==> src/rtl/uart_rx_ctrl_if.sv <==
// Receive-side signal bundle for uart_rx_ctrl: serial line in, byte/status out.
// The controller uses the master view and the consumer uses the slave view.
interface uart_rx_ctrl_if #(
    parameter int DATA_BITS = 8
);
    logic                 rx;
    logic                 data_ready;
    logic                 clr_status;
    logic [DATA_BITS-1:0] rx_data;
    logic                 data_valid;
    logic                 baud_align;
    logic                 busy;
    logic                 framing_error;
    logic                 false_start;
    logic                 overrun;

    modport master (
        input  rx, data_ready, clr_status,
        output rx_data, data_valid, baud_align, busy,
               framing_error, false_start, overrun
    );

    modport slave (
        output rx, data_ready, clr_status,
        input  rx_data, data_valid, baud_align, busy,
               framing_error, false_start, overrun
    );
endinterface

==> src/rtl/uart_rx_ctrl.sv <==
// UART frame receiver: start validation, mid-bit sampling, LSB-first assembly,
// stop check, and a one-entry valid/ready output buffer with sticky overrun.
module uart_rx_ctrl #(
    parameter int CLK_FREQ_HZ = 1_600_000,
    parameter int BAUD_RATE   = 100_000,
    parameter int DATA_BITS   = 8
) (
    input  logic           clk,
    input  logic           rst_n,
    uart_rx_ctrl_if.master bus
);
    localparam int CLKS_PER_BIT = CLK_FREQ_HZ / BAUD_RATE;
    localparam int HALF         = CLKS_PER_BIT / 2;
    localparam int CNT_W        = $clog2(CLKS_PER_BIT);
    localparam int IDX_W        = $clog2(DATA_BITS + 1);

    typedef enum logic [2:0] {
        IDLE,
        START,
        DATA,
        STOP,
        BREAK
    } state_t;

    state_t               state_reg, state_next;
    logic [CNT_W-1:0]     cnt_reg, cnt_next;
    logic [IDX_W-1:0]     bit_idx_reg, bit_idx_next;
    logic [DATA_BITS-1:0] shift_reg, shift_next;
    logic [DATA_BITS-1:0] data_reg;
    logic                 valid_reg;
    logic                 s1_reg, rx_s_reg;
    logic                 align_reg, align_next;
    logic                 fe_reg, fe_next;
    logic                 fs_reg, fs_next;
    logic                 ov_reg;
    logic                 cnt_clr;
    logic                 sample_bit;
    logic                 deliver;
    logic                 xfer;

    // Two-flop synchroniser; idle-high so a reset never looks like a start bit.
    always_ff @(posedge clk) begin
        if (!rst_n) begin
            s1_reg   <= 1'b1;
            rx_s_reg <= 1'b1;
        end else begin
            s1_reg   <= bus.rx;
            rx_s_reg <= s1_reg;
        end
    end

    always_comb begin
        state_next   = state_reg;
        bit_idx_next = bit_idx_reg;
        cnt_clr      = 1'b0;
        sample_bit   = 1'b0;
        deliver      = 1'b0;
        align_next   = 1'b0;
        fe_next      = 1'b0;
        fs_next      = 1'b0;
        case (state_reg)
            IDLE: begin
                if (!rx_s_reg) begin
                    state_next = START;
                    align_next = 1'b1;
                end
            end
            START: begin
                if (cnt_reg == CNT_W'(HALF - 1)) begin
                    if (!rx_s_reg) begin
                        state_next   = DATA;
                        bit_idx_next = '0;
                    end else begin
                        fs_next    = 1'b1;
                        state_next = IDLE;
                    end
                end
            end
            DATA: begin
                if (cnt_reg == CNT_W'(CLKS_PER_BIT - 1)) begin
                    sample_bit   = 1'b1;
                    cnt_clr      = 1'b1;
                    bit_idx_next = bit_idx_reg + 1'b1;
                    if (bit_idx_reg == IDX_W'(DATA_BITS - 1))
                        state_next = STOP;
                end
            end
            STOP: begin
                if (cnt_reg == CNT_W'(CLKS_PER_BIT - 1)) begin
                    if (rx_s_reg) begin
                        deliver    = 1'b1;
                        state_next = IDLE;
                    end else begin
                        fe_next    = 1'b1;
                        state_next = BREAK;
                    end
                end
            end
            BREAK: begin
                if (rx_s_reg)
                    state_next = IDLE;
            end
            default: state_next = IDLE;
        endcase
    end

    // Counter restarts on every state change and on each data-bit sample.
    assign cnt_next = (cnt_clr || (state_next != state_reg)) ? '0 : cnt_reg + 1'b1;

    generate
        for (genvar gi = 0; gi < DATA_BITS; gi++) begin : g_shift
            assign shift_next[gi] = (sample_bit && (bit_idx_reg == IDX_W'(gi)))
                                    ? rx_s_reg : shift_reg[gi];
        end
    endgenerate

    always_ff @(posedge clk) begin
        if (!rst_n) begin
            state_reg   <= IDLE;
            cnt_reg     <= '0;
            bit_idx_reg <= '0;
            shift_reg   <= '0;
            align_reg   <= 1'b0;
            fe_reg      <= 1'b0;
            fs_reg      <= 1'b0;
        end else begin
            state_reg   <= state_next;
            cnt_reg     <= cnt_next;
            bit_idx_reg <= bit_idx_next;
            shift_reg   <= shift_next;
            align_reg   <= align_next;
            fe_reg      <= fe_next;
            fs_reg      <= fs_next;
        end
    end

    assign xfer = valid_reg && bus.data_ready;

    // A delivery coinciding with a transfer refills the buffer; otherwise a full buffer drops it.
    always_ff @(posedge clk) begin
        if (!rst_n) begin
            data_reg  <= '0;
            valid_reg <= 1'b0;
            ov_reg    <= 1'b0;
        end else begin
            if (deliver && (!valid_reg || xfer)) begin
                data_reg  <= shift_reg;
                valid_reg <= 1'b1;
            end else if (xfer) begin
                valid_reg <= 1'b0;
            end
            if (deliver && valid_reg && !bus.data_ready)
                ov_reg <= 1'b1;
            else if (bus.clr_status)
                ov_reg <= 1'b0;
        end
    end

    assign bus.rx_data       = data_reg;
    assign bus.data_valid    = valid_reg;
    assign bus.baud_align    = align_reg;
    assign bus.busy          = (state_reg != IDLE);
    assign bus.framing_error = fe_reg;
    assign bus.false_start   = fs_reg;
    assign bus.overrun       = ov_reg;
endmodule

==> src/flat_wrapper.sv <==
// flat-port wrapper written by rule: the top's interface ports become plain ports
module uart_rx_ctrl_flat 
#(
    parameter int CLK_FREQ_HZ = 1_600_000,
    parameter int BAUD_RATE   = 100_000,
    parameter int DATA_BITS   = 8
)
  (clk, rst_n, bus_rx, bus_data_ready, bus_clr_status, bus_rx_data, bus_data_valid, bus_baud_align, bus_busy, bus_framing_error, bus_false_start, bus_overrun);
  uart_rx_ctrl_if #(.DATA_BITS(DATA_BITS)) bus_i ();
  input  logic clk;
  input  logic rst_n;
  input wire logic [$bits(bus_i.rx)-1:0] bus_rx;
  input wire logic [$bits(bus_i.data_ready)-1:0] bus_data_ready;
  input wire logic [$bits(bus_i.clr_status)-1:0] bus_clr_status;
  output wire logic [$bits(bus_i.rx_data)-1:0] bus_rx_data;
  output wire logic [$bits(bus_i.data_valid)-1:0] bus_data_valid;
  output wire logic [$bits(bus_i.baud_align)-1:0] bus_baud_align;
  output wire logic [$bits(bus_i.busy)-1:0] bus_busy;
  output wire logic [$bits(bus_i.framing_error)-1:0] bus_framing_error;
  output wire logic [$bits(bus_i.false_start)-1:0] bus_false_start;
  output wire logic [$bits(bus_i.overrun)-1:0] bus_overrun;
  assign bus_i.rx = bus_rx;
  assign bus_i.data_ready = bus_data_ready;
  assign bus_i.clr_status = bus_clr_status;
  assign bus_rx_data = bus_i.rx_data;
  assign bus_data_valid = bus_i.data_valid;
  assign bus_baud_align = bus_i.baud_align;
  assign bus_busy = bus_i.busy;
  assign bus_framing_error = bus_i.framing_error;
  assign bus_false_start = bus_i.false_start;
  assign bus_overrun = bus_i.overrun;
  uart_rx_ctrl #(.CLK_FREQ_HZ(CLK_FREQ_HZ), .BAUD_RATE(BAUD_RATE), .DATA_BITS(DATA_BITS)) u_core (.clk(clk), .rst_n(rst_n), .bus(bus_i));
endmodule
==> config.mk <==
export PLATFORM = sky130hd
export DESIGN_NAME = uart_rx_ctrl_flat
export DESIGN_NICKNAME = d
export VERILOG_FILES = /design/src/rtl/uart_rx_ctrl_if.sv /design/src/rtl/uart_rx_ctrl.sv /design/src/flat_wrapper.sv
export SDC_FILE = /design/constraint.sdc
export NUM_CORES = 1
export LEC_CHECK = 0
export CORE_MARGIN = 2
export CORE_UTILIZATION = 40
export CTS_CLUSTER_DIAMETER = 80
export CTS_CLUSTER_SIZE = 12
export DETAILED_ROUTE_END_ITERATION = 7
export GPL_ROUTABILITY_DRIVEN = 0
export PLACE_DENSITY = 0.67
export SLEW_MARGIN = 20
export SYNTH_ARGS = -nofsm -noshare
export SYNTH_HDL_FRONTEND = slang
export SYNTH_SLANG_ARGS = --single-unit
==> constraint.sdc <==
create_clock -name clk -period 4.56 [get_ports clk]
set_clock_uncertainty 0.15 [all_clocks]
set_input_delay 0.684 -clock clk [delete_from_list [all_inputs] [get_ports clk]]
set_output_delay 0.684 -clock clk [all_outputs]
set_load 0.01 [all_outputs]
After elaboration in Yosys (flattened, before gate mapping) --
Index checks and enable logic that the tools add are counted.
Storage, ports and cells: flip-flop bits (word level) 34, latch bits 0, bits in writable memories 0, bits in read-only memories 0, bits of input ports 5, output and inout bits 14, word-level logic and storage cells 89, memories kept 0
Operators by class: $add $sub $neg 2, multipliers 0, div/mod/pow operators 0, order comparisons 0, eq/ne operators 17, shifts and indexed selects 0, muxes and demuxes 23, bitwise gates (word level) 1, reduce and logical (&&, ||, !) cells 27
Operators with widths (count):
- two-way mux 3 bit | 7
- equality test 4 x 3 -> 1 bit, second input constant | 5
- case mux 3 bit (5 select lines) | 1
- logical AND 1 bit | 12
- two-way mux 4 bit | 3
- two-way mux 1 bit | 10
- adder 4 x 1 -> 4 bit, second input constant | 2
- equality test 4 x 2 -> 1 bit, second input constant | 2
- case mux 4 bit (2 select lines) | 1
- equality test 3 x 2 -> 1 bit, second input constant | 2
- AND reduction 3 bit | 2
- nonzero test 2 bit | 3
- equality test 4 x 1 -> 1 bit, second input constant | 1
- equality test 4 bit, second input constant | 1
- zero test 4 bit | 1
- != test 2 x 1 -> 1 bit, second input constant | 2
- AND reduction 4 bit | 1
- equality test 3 x 1 -> 1 bit, second input constant | 1
- equality test 3 bit, second input constant | 1
- zero test 3 bit | 1
- != test 3 bit | 1
- nonzero test 3 bit | 1
- zero test 1 bit | 2
- logical OR 1 bit | 2
- 5 further kinds | 5

Logic depth before layout (Yosys ltp) --
Gate-level depths: netlist (run 1).
depth in word-level cells 7, depth in mapped cells 6, depth with buffers taken out 5

Worst setup path after synthesis (run 1) --
Ideal clock, no wire load.
kind flip-flop to flip-flop, start point register u_core.cnt_reg[0], end point register u_core.cnt_reg[0], setup time 0.128 ns, arrival 1.493 ns, data required time 4.282 ns, path slack 2.790 ns, cell stages (with the launch flop) 6, buffers on the path 0, clock period less this slack 1.770 ns, cells stage by stage dfxtp_1 > ha_1 > nand4_4 > nor4_4 > a2bb2oi_1 > nor3b_1
Between the ends: cells in the longest elaborated chain, start to end 6, elaborated cells on any way between the ends 12, those cells by class 1 x add/sub; 3 x eq/ne; 6 x mux; 2 x reduce/logical
Ends and longest elaborated chain:
- start: declaration | line uart_rx_ctrl.sv:26 | logic [CNT_W-1:0] cnt_reg, cnt_next;
- start signal: assignment | line uart_rx_ctrl.sv:128 | cnt_reg <= cnt_next;
- equality test 4 bit / equality test 4 x 3 -> 1 bit (equally long branches) | line uart_rx_ctrl.sv:80, uart_rx_ctrl.sv:89, uart_rx_ctrl.sv:69
- two-way mux 3 bit, on equally long branches | line uart_rx_ctrl.sv:89, uart_rx_ctrl.sv:80, uart_rx_ctrl.sv:69
- case mux 3 bit (5 select lines) | line uart_rx_ctrl.sv:61 | case (state_reg)
- != test 3 bit | line uart_rx_ctrl.sv:108 | assign cnt_next = (cnt_clr || (state_next != state_reg)) ? '0 : cnt_reg + 1'b1;
- logical OR 1 bit | line uart_rx_ctrl.sv:108
- OR reduction 2 bit (no line)
Several ways; a longest one is shown, not always the timed one. A chain may end at the register's enable or synchronous reset.

Final worst setup path (run 1) --
start point register u_core.state_reg[0], end point output port bus_busy
Between the ends: cells in the longest elaborated chain, start to end 1
Ends and longest elaborated chain:
- start: declaration | line uart_rx_ctrl.sv:25 | state_t state_reg, state_next;
- start signal: assignment | line uart_rx_ctrl.sv:127 | state_reg <= state_next;
- nonzero test 3 bit | line uart_rx_ctrl.sv:162 | assign bus.busy = (state_reg != IDLE);
- end: declaration | line flat_wrapper.sv:18 | output wire logic [$bits(bus_i.busy)-1:0] bus_busy;
Every way passes these cells.

==> results of run 1 <==
area by class of cell:
type / count / area share, %
multi-input cells: 118 / 42.6
well taps: 48 / 3.38
clock buffers: 7 / 4.30
inverters: 4 / 0.846
flip-flops and latches: 34 / 38.3
repair buffers: 19 / 10.6
through the flow:
| step | instance area (um2) | std cells | setup slack (ns) |
|---|---|---|---|
| final | 1780 | 230 | 2.13 |
| after global routing | 1780 | 230 | 2.04 |
| after CTS | 1780 | 230 | 2.11 |
| after detailed placement | 1700 | 223 | 2.17 |
| after global placement | 1700 | 223 | 2.23 |
| after floorplan | 1490 | 164 | 2.79 |
power by group through the flow:
| stage | Sequential, mW | Clock (mW) | Combinational, mW |
|---|---|---|---|
| 5_1_grt | 0.307 | 0.225 | 0.0290 |
| 4_1_cts | 0.306 | 0.211 | 0.0265 |
| 6_report | 0.306 | 0.203 | 0.0262 |
| 3_5_place_dp | 0.313 | 0 | 0.0265 |
| 3_3_place_gp | 0.313 | 0 | 0.0252 |
| 2_1_floorplan | 0.310 | 0 | 0.0201 |
critical path, stage by stage (launching register included):
cell and delay, ns:
sky130_fd_sc_hd__dfxtp_1 0.38, sky130_fd_sc_hd__or3_1 0.44, sky130_fd_sc_hd__clkdlybuf4s50_1 0.49
kinds of logic (layout without fill, tap and decap cells):
logic type	Yosys count	in the layout	share of synthesized area (%)
simple gates	82	82	30.7
flops	34	34	45.6
compound gates	17	17	6.87
buf+inv	12	30	3.85
mux	8	8	5.36
xor+xnor	6	6	3.52
fa+ha+maj	5	5	4.19
cell usage after synthesis, types with 2 or more instances:
cell type / count / area [um2]
sky130_fd_sc_hd__nand2_1: 28 / 105
sky130_fd_sc_hd__clkbuf_1: 3 / 11.3
sky130_fd_sc_hd__nand3_1: 12 / 60.1
sky130_fd_sc_hd__nand2b_1: 4 / 25.0
sky130_fd_sc_hd__buf_2: 4 / 20.0
sky130_fd_sc_hd__or3_1: 2 / 12.5
sky130_fd_sc_hd__nor2_1: 14 / 52.6
sky130_fd_sc_hd__mux2i_1: 8 / 80.1
sky130_fd_sc_hd__dfxtp_1: 34 / 681
sky130_fd_sc_hd__nand4_1: 2 / 12.5
sky130_fd_sc_hd__nor2b_1: 3 / 18.8
sky130_fd_sc_hd__xnor2_1: 6 / 52.6
sky130_fd_sc_hd__nor3_1: 3 / 15.0
sky130_fd_sc_hd__and2_1: 2 / 12.5
sky130_fd_sc_hd__o21ai_0: 10 / 50.1
sky130_fd_sc_hd__ha_1: 5 / 62.6
sky130_fd_sc_hd__nor3b_1: 2 / 15.0
sky130_fd_sc_hd__inv_1: 4 / 15.0
placed cells by master (no fill, tap or decap), types with 2 or more instances in the layout:
master	count
sky130_fd_sc_hd__and2_1	2
sky130_fd_sc_hd__clkbuf_1	2
sky130_fd_sc_hd__clkbuf_8	5
sky130_fd_sc_hd__clkdlybuf4s50_1	18
sky130_fd_sc_hd__dfxtp_1	34
sky130_fd_sc_hd__ha_1	5
sky130_fd_sc_hd__inv_1	4
sky130_fd_sc_hd__mux2i_1	8
sky130_fd_sc_hd__nand2_1	28
sky130_fd_sc_hd__nand2b_1	4
sky130_fd_sc_hd__nand3_1	12
sky130_fd_sc_hd__nand4_1	2
sky130_fd_sc_hd__nor2_1	14
sky130_fd_sc_hd__nor2b_1	3
sky130_fd_sc_hd__nor3_1	3
sky130_fd_sc_hd__nor3b_1	2
sky130_fd_sc_hd__o21ai_0	10
sky130_fd_sc_hd__or3_1	2
sky130_fd_sc_hd__xnor2_1	6
final timing paths:
path                      endpoint  cells past startpoint           startpoint
min reg2reg        u_core.rx_s_reg                      1        u_core.s1_reg
max reg2reg  u_core.bus.rx_data[0]                      4    u_core.cnt_reg[0]
min                u_core.rx_s_reg                      1        u_core.s1_reg
max                       bus_busy                      2  u_core.state_reg[0]
per-layer routing:
layer | track usage, % | vias to the layer above
met5 | 0 | -
met4 | 6.25 | 0
met3 | 6.34 | 4
met2 | 25.6 | 18
met1 | 19.5 | 562
li1 | - | 595
==> Implementation_results.wiki, run 1 <==
{| class="wikitable"
! Metric !! Value
|-
| Power spent charging and discharging nets || 118 uW
|-
| Final wirelength || 2870 um
|-
| Initial cell density of the core || 41.1%
|-
| Hold_ws || 0.262 ns
|-
| Drt drc || 0
|-
| Post-layout utilization of the core || 48.9%
|-
| Unrepaired setup endpoints after global routing || no
|-
| Wire length on met3 || 131 um
|-
| Internal power consumption || 418 uW
|-
| Root cell of the clock tree || sky130_fd_sc_hd__clkbuf_8
|-
| Distinct cells, synth || 36
|-
| Synthesis warning total || 0
|-
| Clock insertion delay at the later pin of the skew report || 0.28 ns
|-
| Share of power burned in registers || 57.2%
|-
| Hold-fix buffer count after cts || 0
|-
| Placeable core area || 0.00363 mm2
|-
| Die extent in x || 65.1 um
|-
| Die outline height || 65.1 um
|-
| Worst setup slack for register-to-register paths || 2.43 ns
|-
| Post-Syn Nets || 174
|-
| Kind of end point of the critical path || primary output
|-
| Syn_area_per_cell || 9.11 um2
|-
| Number of fill cells || 352
|-
| Largest fanout on the critical path || 9
|-
| Kind of start point of the critical path || flop
|-
| CTS-repair resized insts || 0
|-
| Normalized max-slew margin || 55.6%
|-
| Final setup violation count || 0
|-
| Worst vdd ir || 154 uV
|-
| Data arrival at the endpoint of the critical path || 1.60 ns
|-
| Outcome || completed
|-
| Number of buffers inserted to repair setup after CTS || 0
|-
| Total congestion overflow after global routing || 0
|-
| Count of buffers inserted at the top-level ports || 18
|-
| Number of primary I/O pins || 19
|-
| Area of the mapped netlist || 0.00149 mm2
|-
| Floorplan row count || 22
|-
| Detail Route met2 WL || 1390 um
|-
| Final hold vios || 0
|-
| FMAX || 411 MHz
|-
| Share of synthesized flip-flops with an asynchronous set or reset || 0%
|-
| Main synth FF type || sky130_fd_sc_hd__dfxtp_1
|-
| Final Slew Violations || 0
|-
| Count of maximum capacitance violations || 0
|-
| Mean number of vias per cell || 5.13
|-
| Clock tree from TritonCTS || yes
|-
| Critical path required time || 3.73 ns
|-
| Sequential standard cell area || 681 um2
|-
| Relative area change from synthesis to final layout || 18.8%
|-
| Routed length per placed instance || 12.5 um
|-
| Htree depth || 2
|-
| Highest layer used for signal routing || met4
|-
| Total number of vias || 1179
|-
| Total CTS buffers || 5
|-
| Cells after synthesis || 164
|-
| Power, Total || 536 uW
|-
| Slew at the pin closest to its max-slew limit || 0.663 ns
|-
| Net Sw Frac || 21.9%
|-
| Multi-input logic area || 756 um2
|-
| Number of nets with antenna violations after detailed routing || 0
|-
| Aggregate global-route resource usage || 16.1%
|-
| Crit path time final || 2.43 ns
|-
| Power density normalized to cell area || 302 mW/mm2
|-
| EDFF count, synth || 0
|-
| Comb pwr share || 4.9%
|-
| Post-synthesis sequential area ratio || 45.6%
|-
| First-pass GRT wire length || 5210 um
|-
| Die area || 0.00424 mm2
|-
| Number of diodes added for antenna fixing || 0
|-
| Crit Path Category || reg -> out
|-
| Period utilization || 53.3%
|-
| Sink count of the clock tree || 34
|-
| Largest net degree at the start of global routing || 36
|-
| Max clock buf depth || 2
|-
| Class of the most critical hold timing path || reg -> reg
|-
| Routed metal-1 wirelength || 1310 um
|-
| Clock power frac || 37.9%
|-
| Number of flip-flops and latches in the synthesized netlist || 34
|-
| Initial DRC count || 62
|-
| Setup TNS || 0 ns
|-
| Number of antenna violations at the first check in global routing || 0
|-
| Clock transition at the registers of the reported paths || 0.06 ns
|-
| NumNets Final || 192
|-
| Proportion of layout cells with a drive suffix above 1 || 6.04%
|-
| Vias in the first global route || 1141
|-
| First-pass detailed-route iteration total || 4
|-
| HPWL after detailed placement || 2080 um
|-
| Leakage component of the power || 0.669 nW
|}
Power figures use the tool's default switching activity.
==> run 2, diff against run 1 <==
- clock period: 4.56 -> 2.4 ns (I/O delays scaled with it)
==> Implementation_results.wiki, run 2 (synthesized netlist as in run 1, its figures left out) <==
{| class="wikitable"
! Metric !! Value
|-
| Outcome || completed
|-
| NumNets Final || 194
|-
| Setup TNS || 0 ns
|-
| Sequential standard cell area || 681 um2
|-
| Mean number of vias per cell || 5.02
|-
| Number of primary I/O pins || 19
|-
| Period utilization || 87.9%
|-
| Drt drc || 0
|-
| Proportion of layout cells with a drive suffix above 1 || 8.65%
|-
| FMAX || 474 MHz
|-
| Total number of vias || 1170
|-
| First-pass GRT wire length || 4990 um
|-
| Power, Total || 1.07 mW
|-
| Die outline height || 65.1 um
|-
| Final hold vios || 0
|-
| CTS-repair resized insts || 0
|-
| Power density normalized to cell area || 593 mW/mm2
|-
| Number of nets with antenna violations after detailed routing || 0
|-
| Multi-input logic area || 756 um2
|-
| Worst vdd ir || 349 uV
|-
| Total CTS buffers || 5
|-
| Worst R2R End || u_core.cnt_reg[2]
|-
| Depth of the worst hold-timing path || 1
|-
| Worst r2r src || u_core.cnt_reg[0]
|-
| Count of maximum capacitance violations || 0
|-
| Largest fanout on the critical path || 9
|-
| Largest net degree at the start of global routing || 20
|-
| Total congestion overflow after global routing || 0
|-
| Unrepaired setup endpoints after global routing || no
|-
| Final wirelength || 2800 um
|-
| Kind of end point of the critical path || primary output
|-
| Leakage component of the power || 0.688 nW
|-
| Met1 track demand over resource || 17.7%
|-
| Number of fill cells || 351
|-
| Clock transition at the registers of the reported paths || 0.07 ns
|-
| Routed length per placed instance || 12.0 um
|-
| Worst r2r path cells || 5
|-
| Class of the most critical hold timing path || reg -> reg
|-
| Slew at the pin closest to its max-slew limit || 0.599 ns
|-
| Initial cell density of the core || 41.1%
|-
| Worst setup slack for register-to-register paths || 0.39 ns
|-
| Crit Path Category || reg -> out
|-
| Met3 usage || 5.65%
|-
| Final Slew Violations || 0
|-
| GRT Max-Usage Layer || met2
|-
| Terminating pin of the worst hold path || u_core.rx_s_reg
|-
| Most common library cell in the layout ignoring fill and taps || sky130_fd_sc_hd__dfxtp_1
|-
| Critical path required time || 1.89 ns
|-
| Sink count of the clock tree || 34
|-
| Post-layout utilization of the core || 49.8%
|-
| Met2 Usage GRT || 24.6%
|-
| Clock tree from TritonCTS || yes
|-
| Die area || 0.00424 mm2
|-
| Clock insertion delay at the later pin of the skew report || 0.29 ns
|-
| Hold_ws || 0.268 ns
|-
| Floorplan row count || 22
|-
| Initial DRC count || 66
|-
| Crit path time final || 2.11 ns
|-
| Kind of start point of the critical path || flop
|-
| Htree depth || 2
|-
| Count of buffers inserted at the top-level ports || 18
|-
| Hold-fix buffer count after cts || 0
|-
| Final setup violation count || 0
|-
| Number of buffers inserted to repair setup after CTS || 0
|-
| Aggregate global-route resource usage || 15.4%
|-
| Hold Path Origin || u_core.s1_reg
|-
| Relative area change from synthesis to final layout || 21.1%
|-
| Number of antenna violations at the first check in global routing || 0
|-
| Most frequent cells in the layout || 34 x sky130_fd_sc_hd__dfxtp_1, 28 x sky130_fd_sc_hd__nand2_1, 18 x sky130_fd_sc_hd__clkdlybuf4s50_1, 14 x sky130_fd_sc_hd__nor2_1, 12 x sky130_fd_sc_hd__nand3_1
|-
| Cell Count Post-Placement || 225
|-
| Normalized max-slew margin || 59.6%
|-
| Placeable core area || 0.00363 mm2
|-
| Filler-free cell count of the finished design || 233
|-
| Number of diodes added for antenna fixing || 0
|-
| Die extent in x || 65.1 um
|-
| First-pass detailed-route iteration total || 4
|-
| Data arrival at the endpoint of the critical path || 1.60 ns
|-
| Vias in the first global route || 1142
|-
| Root cell of the clock tree || sky130_fd_sc_hd__clkbuf_8
|-
| Max clock buf depth || 2
|-
| HPWL after detailed placement || 2010 um
|}
==> run 2: cell type report <==
class | instances | area share (%)
well taps | 48 | 3.32
multi-input cells | 118 | 41.8
repair buffers | 21 | 11.2
clock buffers | 6 | 4.56
flip-flops and latches | 34 | 37.6
inverters | 4 | 0.830
clock inverters | 2 | 0.692
==> run 2: routing by layer <==
layer | up-vias | part of all wire (%)
met4 | 0 | 2.4
met2 | 20 | 47
met5 | - | 0
met1 | 544 | 46
li1 | 601 | -
met3 | 5 | 4.7
==> run 2: per-stage QoR <==
step | setup WS, ns | area, um2
6_report | 0.290 | 1810
5_1_grt | 0.221 | 1810
4_1_cts | 0.275 | 1810
3_5_place_dp | 0.367 | 1710
3_3_place_gp | 0.496 | 1710
2_1_floorplan | 0.630 | 1490
==> run 2: worst max-delay path by stage <==
stage,to,slack (ns),start,cells past startpoint
after floorplan,u_core.cnt_reg[0],0.63,u_core.cnt_reg[0],5
final,bus_busy,0.29,u_core.state_reg[0],2
after detailed placement,u_core.cnt_reg[2],0.37,u_core.cnt_reg[0],5
after global routing,bus_busy,0.22,u_core.state_reg[0],2
after global placement,u_core.cnt_reg[0],0.50,u_core.cnt_reg[0],5
after CTS,bus_busy,0.28,u_core.state_reg[0],2
==> run 2: report_power, final <==
| part | internal (mW) | leakage [nW] | switching (mW) | total (mW) |
|---|---|---|---|---|
| clock | 0.230 | 0.0472 | 0.211 | 0.441 |
| combinational | 0.0233 | 0.366 | 0.0274 | 0.0507 |
| sequential | 0.572 | 0.275 | 0.00951 | 0.582 |
==> run 2: worst max-delay path: stages, from the launching register on <==
cell and delay [ns]:
sky130_fd_sc_hd__dfxtp_1 0.39, sky130_fd_sc_hd__or3_1 0.44, sky130_fd_sc_hd__clkdlybuf4s50_1 0.49
